===== config.mk =====
export PLATFORM = sky130hd
export DESIGN_NAME = fir_filter
export DESIGN_NICKNAME = d
export VERILOG_FILES = /design/src/rtl/fir_filter.sv
export SDC_FILE = /design/constraint.sdc
export NUM_CORES = 1
export LEC_CHECK = 0
export CORE_MARGIN = 1
export CORE_UTILIZATION = 56
export CTS_BUF_LIST = sky130_fd_sc_hd__clkbuf_4 sky130_fd_sc_hd__clkbuf_8
export CTS_CLUSTER_DIAMETER = 150
export DETAILED_ROUTE_END_ITERATION = 8
export DONT_BUFFER_PORTS = 1
export PLACE_DENSITY = 0.71
export SYNTH_ARGS = -nofsm -noshare
export SYNTH_HDL_FRONTEND = slang
export SYNTH_SLANG_ARGS = --single-unit

===== constraint.sdc =====
create_clock -name clk -period 6.3 [get_ports clk]
set_input_delay 1.26 -clock clk [delete_from_list [all_inputs] [get_ports clk]]
set_output_delay 1.26 -clock clk [all_outputs]
set_load 0.02 [all_outputs]

===== src/rtl/fir_filter.sv =====
// ----------------------------------------------------------------------------
// fir_filter
//    Direct-form FIR filter for a sparse, strobed, signed sample stream.
//    Each accepted sample is shifted into an N_TAPS-deep delay line. One
//    multiplier is shared across all taps, so the filter computes one tap
//    per clock. The result is presented N_TAPS clocks after the strobe.
//
// Ports
//    clk         in   1          rising-edge clock
//    rst_n       in   1          asynchronous active-low reset
//    data        in   DATA_SIZE  signed input sample
//    data_ready  in   1          sample strobe (rising edge is the event)
//    out_data    out  OUT_SIZE   signed filter result, held between results
//    out_valid   out  1          one-cycle pulse when out_data is new
//    busy        out  1          high while a MAC sequence runs
//    overrun     out  1          one-cycle pulse when a strobe was dropped
// ----------------------------------------------------------------------------
module fir_filter #(
   parameter int DATA_SIZE  = 9,
   parameter int N_TAPS     = 3,
   parameter int COEFF_SIZE = 8,
   parameter logic [N_TAPS*COEFF_SIZE-1:0] COEFFS = {8'sd1, 8'sd2, 8'sd1},
   localparam int OUT_SIZE  = DATA_SIZE + COEFF_SIZE + $clog2(N_TAPS + 1)
) (
   input  logic                        clk,
   input  logic                        rst_n,
   input  logic signed [DATA_SIZE-1:0] data,
   input  logic                        data_ready,
   output logic signed [OUT_SIZE-1:0]  out_data,
   output logic                        out_valid,
   output logic                        busy,
   output logic                        overrun
);

   // Width of the tap index; a single-tap filter still needs one bit.
   localparam int TAP_W  = (N_TAPS > 1) ? $clog2(N_TAPS) : 1;
   // Full product width and the sign-extension needed to reach OUT_SIZE.
   localparam int PROD_W = DATA_SIZE + COEFF_SIZE;
   localparam int EXT_W  = OUT_SIZE - PROD_W;

   typedef enum logic [0:0] {
      IDLE = 1'b0,
      MAC  = 1'b1
   } state_t;

   state_t                 state_q;
   logic [DATA_SIZE-1:0]   x_q [N_TAPS];
   logic [OUT_SIZE-1:0]    acc_q;
   logic [TAP_W-1:0]       tap_q;
   logic                   rdy_q;
   logic [OUT_SIZE-1:0]    out_data_q;
   logic                   out_valid_q;
   logic                   busy_q;
   logic                   overrun_q;

   logic                   strobe_s;
   logic                   last_tap_s;
   logic [DATA_SIZE-1:0]   sel_x_s;
   logic [COEFF_SIZE-1:0]  sel_h_s;
   logic [PROD_W-1:0]      op_x_s;
   logic [PROD_W-1:0]      op_h_s;
   logic [PROD_W-1:0]      prod_s;
   logic [OUT_SIZE-1:0]    prod_ext_s;
   logic [OUT_SIZE-1:0]    acc_d;

   // Rising edge of data_ready: a held level counts as a single strobe.
   assign strobe_s   = data_ready & ~rdy_q;
   assign last_tap_s = (tap_q == TAP_W'(N_TAPS - 1));

   // Select the delay-line sample and coefficient for the current tap.
   always_comb begin
      sel_x_s = '0;
      sel_h_s = '0;
      for (int i = 0; i < N_TAPS; i++) begin
         sel_x_s = (tap_q == TAP_W'(i)) ? x_q[i] : sel_x_s;
         sel_h_s = (tap_q == TAP_W'(i)) ? COEFFS[i*COEFF_SIZE +: COEFF_SIZE] : sel_h_s;
      end
   end

   // Signed multiply: both operands are sign-extended to the product width,
   // so the low PROD_W bits of the unsigned product are the exact signed
   // result (the true product always fits in PROD_W bits).
   assign op_x_s     = {{COEFF_SIZE{sel_x_s[DATA_SIZE-1]}}, sel_x_s};
   assign op_h_s     = {{DATA_SIZE{sel_h_s[COEFF_SIZE-1]}}, sel_h_s};
   assign prod_s     = op_x_s * op_h_s;
   assign prod_ext_s = {{EXT_W{prod_s[PROD_W-1]}}, prod_s};
   assign acc_d      = acc_q + prod_ext_s;

   // Strobe history, delay line, MAC sequencing and registered outputs.
   always_ff @(posedge clk or negedge rst_n) begin
      if (!rst_n) begin
         state_q     <= IDLE;
         for (int i = 0; i < N_TAPS; i++) begin
            x_q[i] <= '0;
         end
         acc_q       <= '0;
         tap_q       <= '0;
         rdy_q       <= 1'b0;
         out_data_q  <= '0;
         out_valid_q <= 1'b0;
         busy_q      <= 1'b0;
         overrun_q   <= 1'b0;
      end else begin
         rdy_q       <= data_ready;
         out_valid_q <= 1'b0;
         overrun_q   <= 1'b0;
         case (state_q)
            IDLE: begin
               if (strobe_s) begin
                  x_q[0] <= data;
                  for (int i = 1; i < N_TAPS; i++) begin
                     x_q[i] <= x_q[i-1];
                  end
                  acc_q   <= '0;
                  tap_q   <= '0;
                  busy_q  <= 1'b1;
                  state_q <= MAC;
               end else begin
                  busy_q  <= 1'b0;
                  state_q <= IDLE;
               end
            end
            MAC: begin
               // Any strobe seen here, including on the final tap, is lost.
               overrun_q <= strobe_s;
               acc_q     <= acc_d;
               if (last_tap_s) begin
                  out_data_q  <= acc_d;
                  out_valid_q <= 1'b1;
                  busy_q      <= 1'b0;
                  tap_q       <= '0;
                  state_q     <= IDLE;
               end else begin
                  tap_q   <= tap_q + TAP_W'(1);
                  busy_q  <= 1'b1;
                  state_q <= MAC;
               end
            end
            default: begin
               busy_q  <= 1'b0;
               tap_q   <= '0;
               state_q <= IDLE;
            end
         endcase
      end
   end

   assign out_data  = out_data_q;
   assign out_valid = out_valid_q;
   assign busy      = busy_q;
   assign overrun   = overrun_q;

endmodule


==> run metrics <==
Synth Instances 388; max-capacitance violation count 0; average wire per cell in the routed design 15.3 um; Critical Path Start Type flip-flop; drt first pass iters 4; initial antenna violation count 0; buffers from clock root to sink, at most 2; DRT antenna net count 0; Ant. Diodes 0; portion of netlist area occupied by mux cells 10.0%; final worst path period need 5.03 ns; library cell with the largest summed area after synthesis dfrtp_1; HP Class reg -> reg; Post-Syn Area 4030 um2; data arrival time at the worst-slack endpoint 5.24 ns; peak per-stage delay on the critical path 0.60 ns; wire length of the first global-routing pass 13.0 mm; DP Wirelength 5.33 mm; residual overflow from global routing 0; Max-slew headroom 54.6%; maximum achievable frequency 199 MHz; Synth Area in Compound Gates 14.9%; die height 86.8 um; total routing usage reported by global routing 22.4%; Synth Net Count 439; critical-path maximum fanout 13; post-DR vias/cell 5.63; vias in the first global route 2817; capturing element type of the critical path flip-flop; number of gates given a new drive strength after cts 0; worst-path cell chain nor2b_1, and2_1, ha_1, ha_1, fa_1, a21o_1, a21oi_1, o21bai_1, a21oi_1, o21ai_1, xnor2_1, ha_1, a21o_1, o21bai_1, a21o_1, a21oi_1, o31ai_1, a31oi_1, xor2_1, o21ai_1; Final Net Count 438; DRC violation count after routing 0; number of storage elements in the synthesis netlist 71; clock tree from TritonCTS built; die footprint 7530 um2; number of top-level design ports 34; CTS Buf Count 9; setup repair after global routing missed its margin no; die boundary width 86.8 um; share of the synthesized area in the top cell type 44.1%; initial detailed-routing violation count 111; count of clock tree sinks 71; ratio of cells with drive above 1 in the final layout 10.5%; count of final setup violators 0; Post-CTS Repair Setup Buffers 0; Layout fillers 585; post-synthesis sequential area ratio 44.1%; WP data required 6.51 ns; pin count of the biggest net entering global routing 72; FP Rows 30; total number of yosys warnings 0; Avg Synthesized Cell Area 10.4 um2; routability-driven placement congestion ratio 0.887; maximum level of the CTS H-tree 3; final sum of negative setup slack 0 ns; starting utilization of the core area 58.6%; Post-Synth XOR/XNOR Area 5.41%; Root Driver clkbuf_8; actual slew at the worst max-slew pin 0.681 ns; quantity of I/O buffers inserted on ports 0; count of flip-flops with a built-in enable after synthesis 0; number of pins with negative max-slew slack in the final report 0; number of distinct standard cells referenced by the synthesized netlist 45; fraction of synthesis flops using an asynchronous set or reset pin 100%; Clk pin slew, worst setup/hold paths 0.07 ns; hold buffer count at CTS 0; area of the core region 6870 um2; share of the cycle needed by the critical path after routing 79.9%; share of synthesized cell area in full adder, half adder and majority cells 12.5%; most frequent cells in the layout 71 x dfrtp_1, 48 x nand2_1, 37 x ha_1; number of hold-slack violations in the final timing report 0; result of the run finished, final reports clean; critical path type reg -> reg; largest clock skew in the final design 0.00601 ns; leading cell type in the layout, fill and taps excluded dfrtp_1; main combinational cell family by area after synthesis compound AO/OA/AOI/OAI gates; fraction of the mapped netlist area in simple logic gates 10.7%; leading post-synthesis cells by cell area dfrtp_1 44%, ha_1 11%, mux2_2 4.5%, nand2_1 4.5%, o21ai_1 3.4%; clock insertion delay at the later pin of the skew report 0.34 ns; Primary FF master, synth dfrtp_1; WL final 7.44 mm; via count of the routed design 2741; area added between synthesis and finish 6.87%; cell with the biggest individual delay on the critical path dfrtp_1
## critical path: cells and delay by family (launching register included)
| kind | cells | cell delay (ns) |
|---|---|---|
| XOR/XNOR | 2 | 0.35 |
| flip-flops | 1 | 0.60 |
| AO/OA/AOI/OAI | 12 | 2.00 |
| AND/OR/NAND/NOR | 2 | 0.73 |
| adder cells (fa/ha/maj) | 4 | 1.22 |
## cell type report
type	instances	area, um2	share of cell area [%]
sequential	71	1780	41.3
inverter	11	41.3	0.960
clock buffer	10	138	3.20
tap	96	120	2.79
clock inverter	5	58.8	1.37
multi-input combinational	292	2150	50.0
timing repair buffer	2	15.0	0.349
## flip-flops by register name, summed over array words and instances, names as in the netlist
signal and cells:
acc_q 19, busy 1, out_data 19, out_valid 1, overrun 1, rdy_q 1, tap_q 2, x_q 27
## synthesized netlist by cell type, drive strengths merged, types with 3 or more instances
cell type,n
a211oi,4
a21o,9
a21oi,16
a31oi,7
and2,8
and3,4
buf,3
clkbuf,11
dfrtp,71
ha,37
inv,11
mux2,27
mux2i,10
nand2,48
nand2b,4
nor2,20
nor2b,5
o21ai,43
o21bai,3
xnor2,13
xor2,11
## kinds of logic after synthesis
group / Yosys count
and+or+nand+nor: 96
buffers and inverters: 25
adders and majority gates: 39
AOI/OAI and AO/OA: 96
DFF: 71
muxes: 37
xor gates and xnor gates: 24
## worst paths after layout
check | from | end | slack (ns) | cells past startpoint
min | x_q[3] | x_q[3] | 0.49 | 1
max | tap_q[1] | out_data[15] | 1.27 | 20
max in group asynchronous | rst_n | acc_q[5] | 5.60 | 0
max reg2reg | tap_q[1] | out_data[15] | 1.27 | 20
min in group asynchronous | rst_n | out_data[14] | 0.60 | 0
min reg2reg | x_q[3] | x_q[3] | 0.49 | 1
## stage by stage
stage          instance area [um2]  hold WS, ns  util [%]  setup slack (ns)  cells
2_1_floorplan                 4030        0.456         -              1.77    388
3_3_place_gp                  4110        0.469      59.8              1.47    472
3_5_place_dp                  4110        0.481      59.8              1.29    472
4_1_cts                       4300        0.497      62.6              1.26    487
5_1_grt                       4300        0.513      62.6             0.825    487
6_report                      4300        0.493      62.6              1.27    487
## layer usage
| layer | global-route usage [%] | up-vias | wire [um] |
|---|---|---|---|
| met4 | 6.67 | 0 | 94 |
| li1 | - | 1359 | - |
| met3 | 5.52 | 9 | 209 |
| met2 | 36.2 | 36 | 3580 |
| met5 | 0 | - | 0 |
| met1 | 29.7 | 1337 | 3560 |
Power is not shown: default switching activity piles up to over one toggle a cycle in this logic, so the estimate is an artifact.
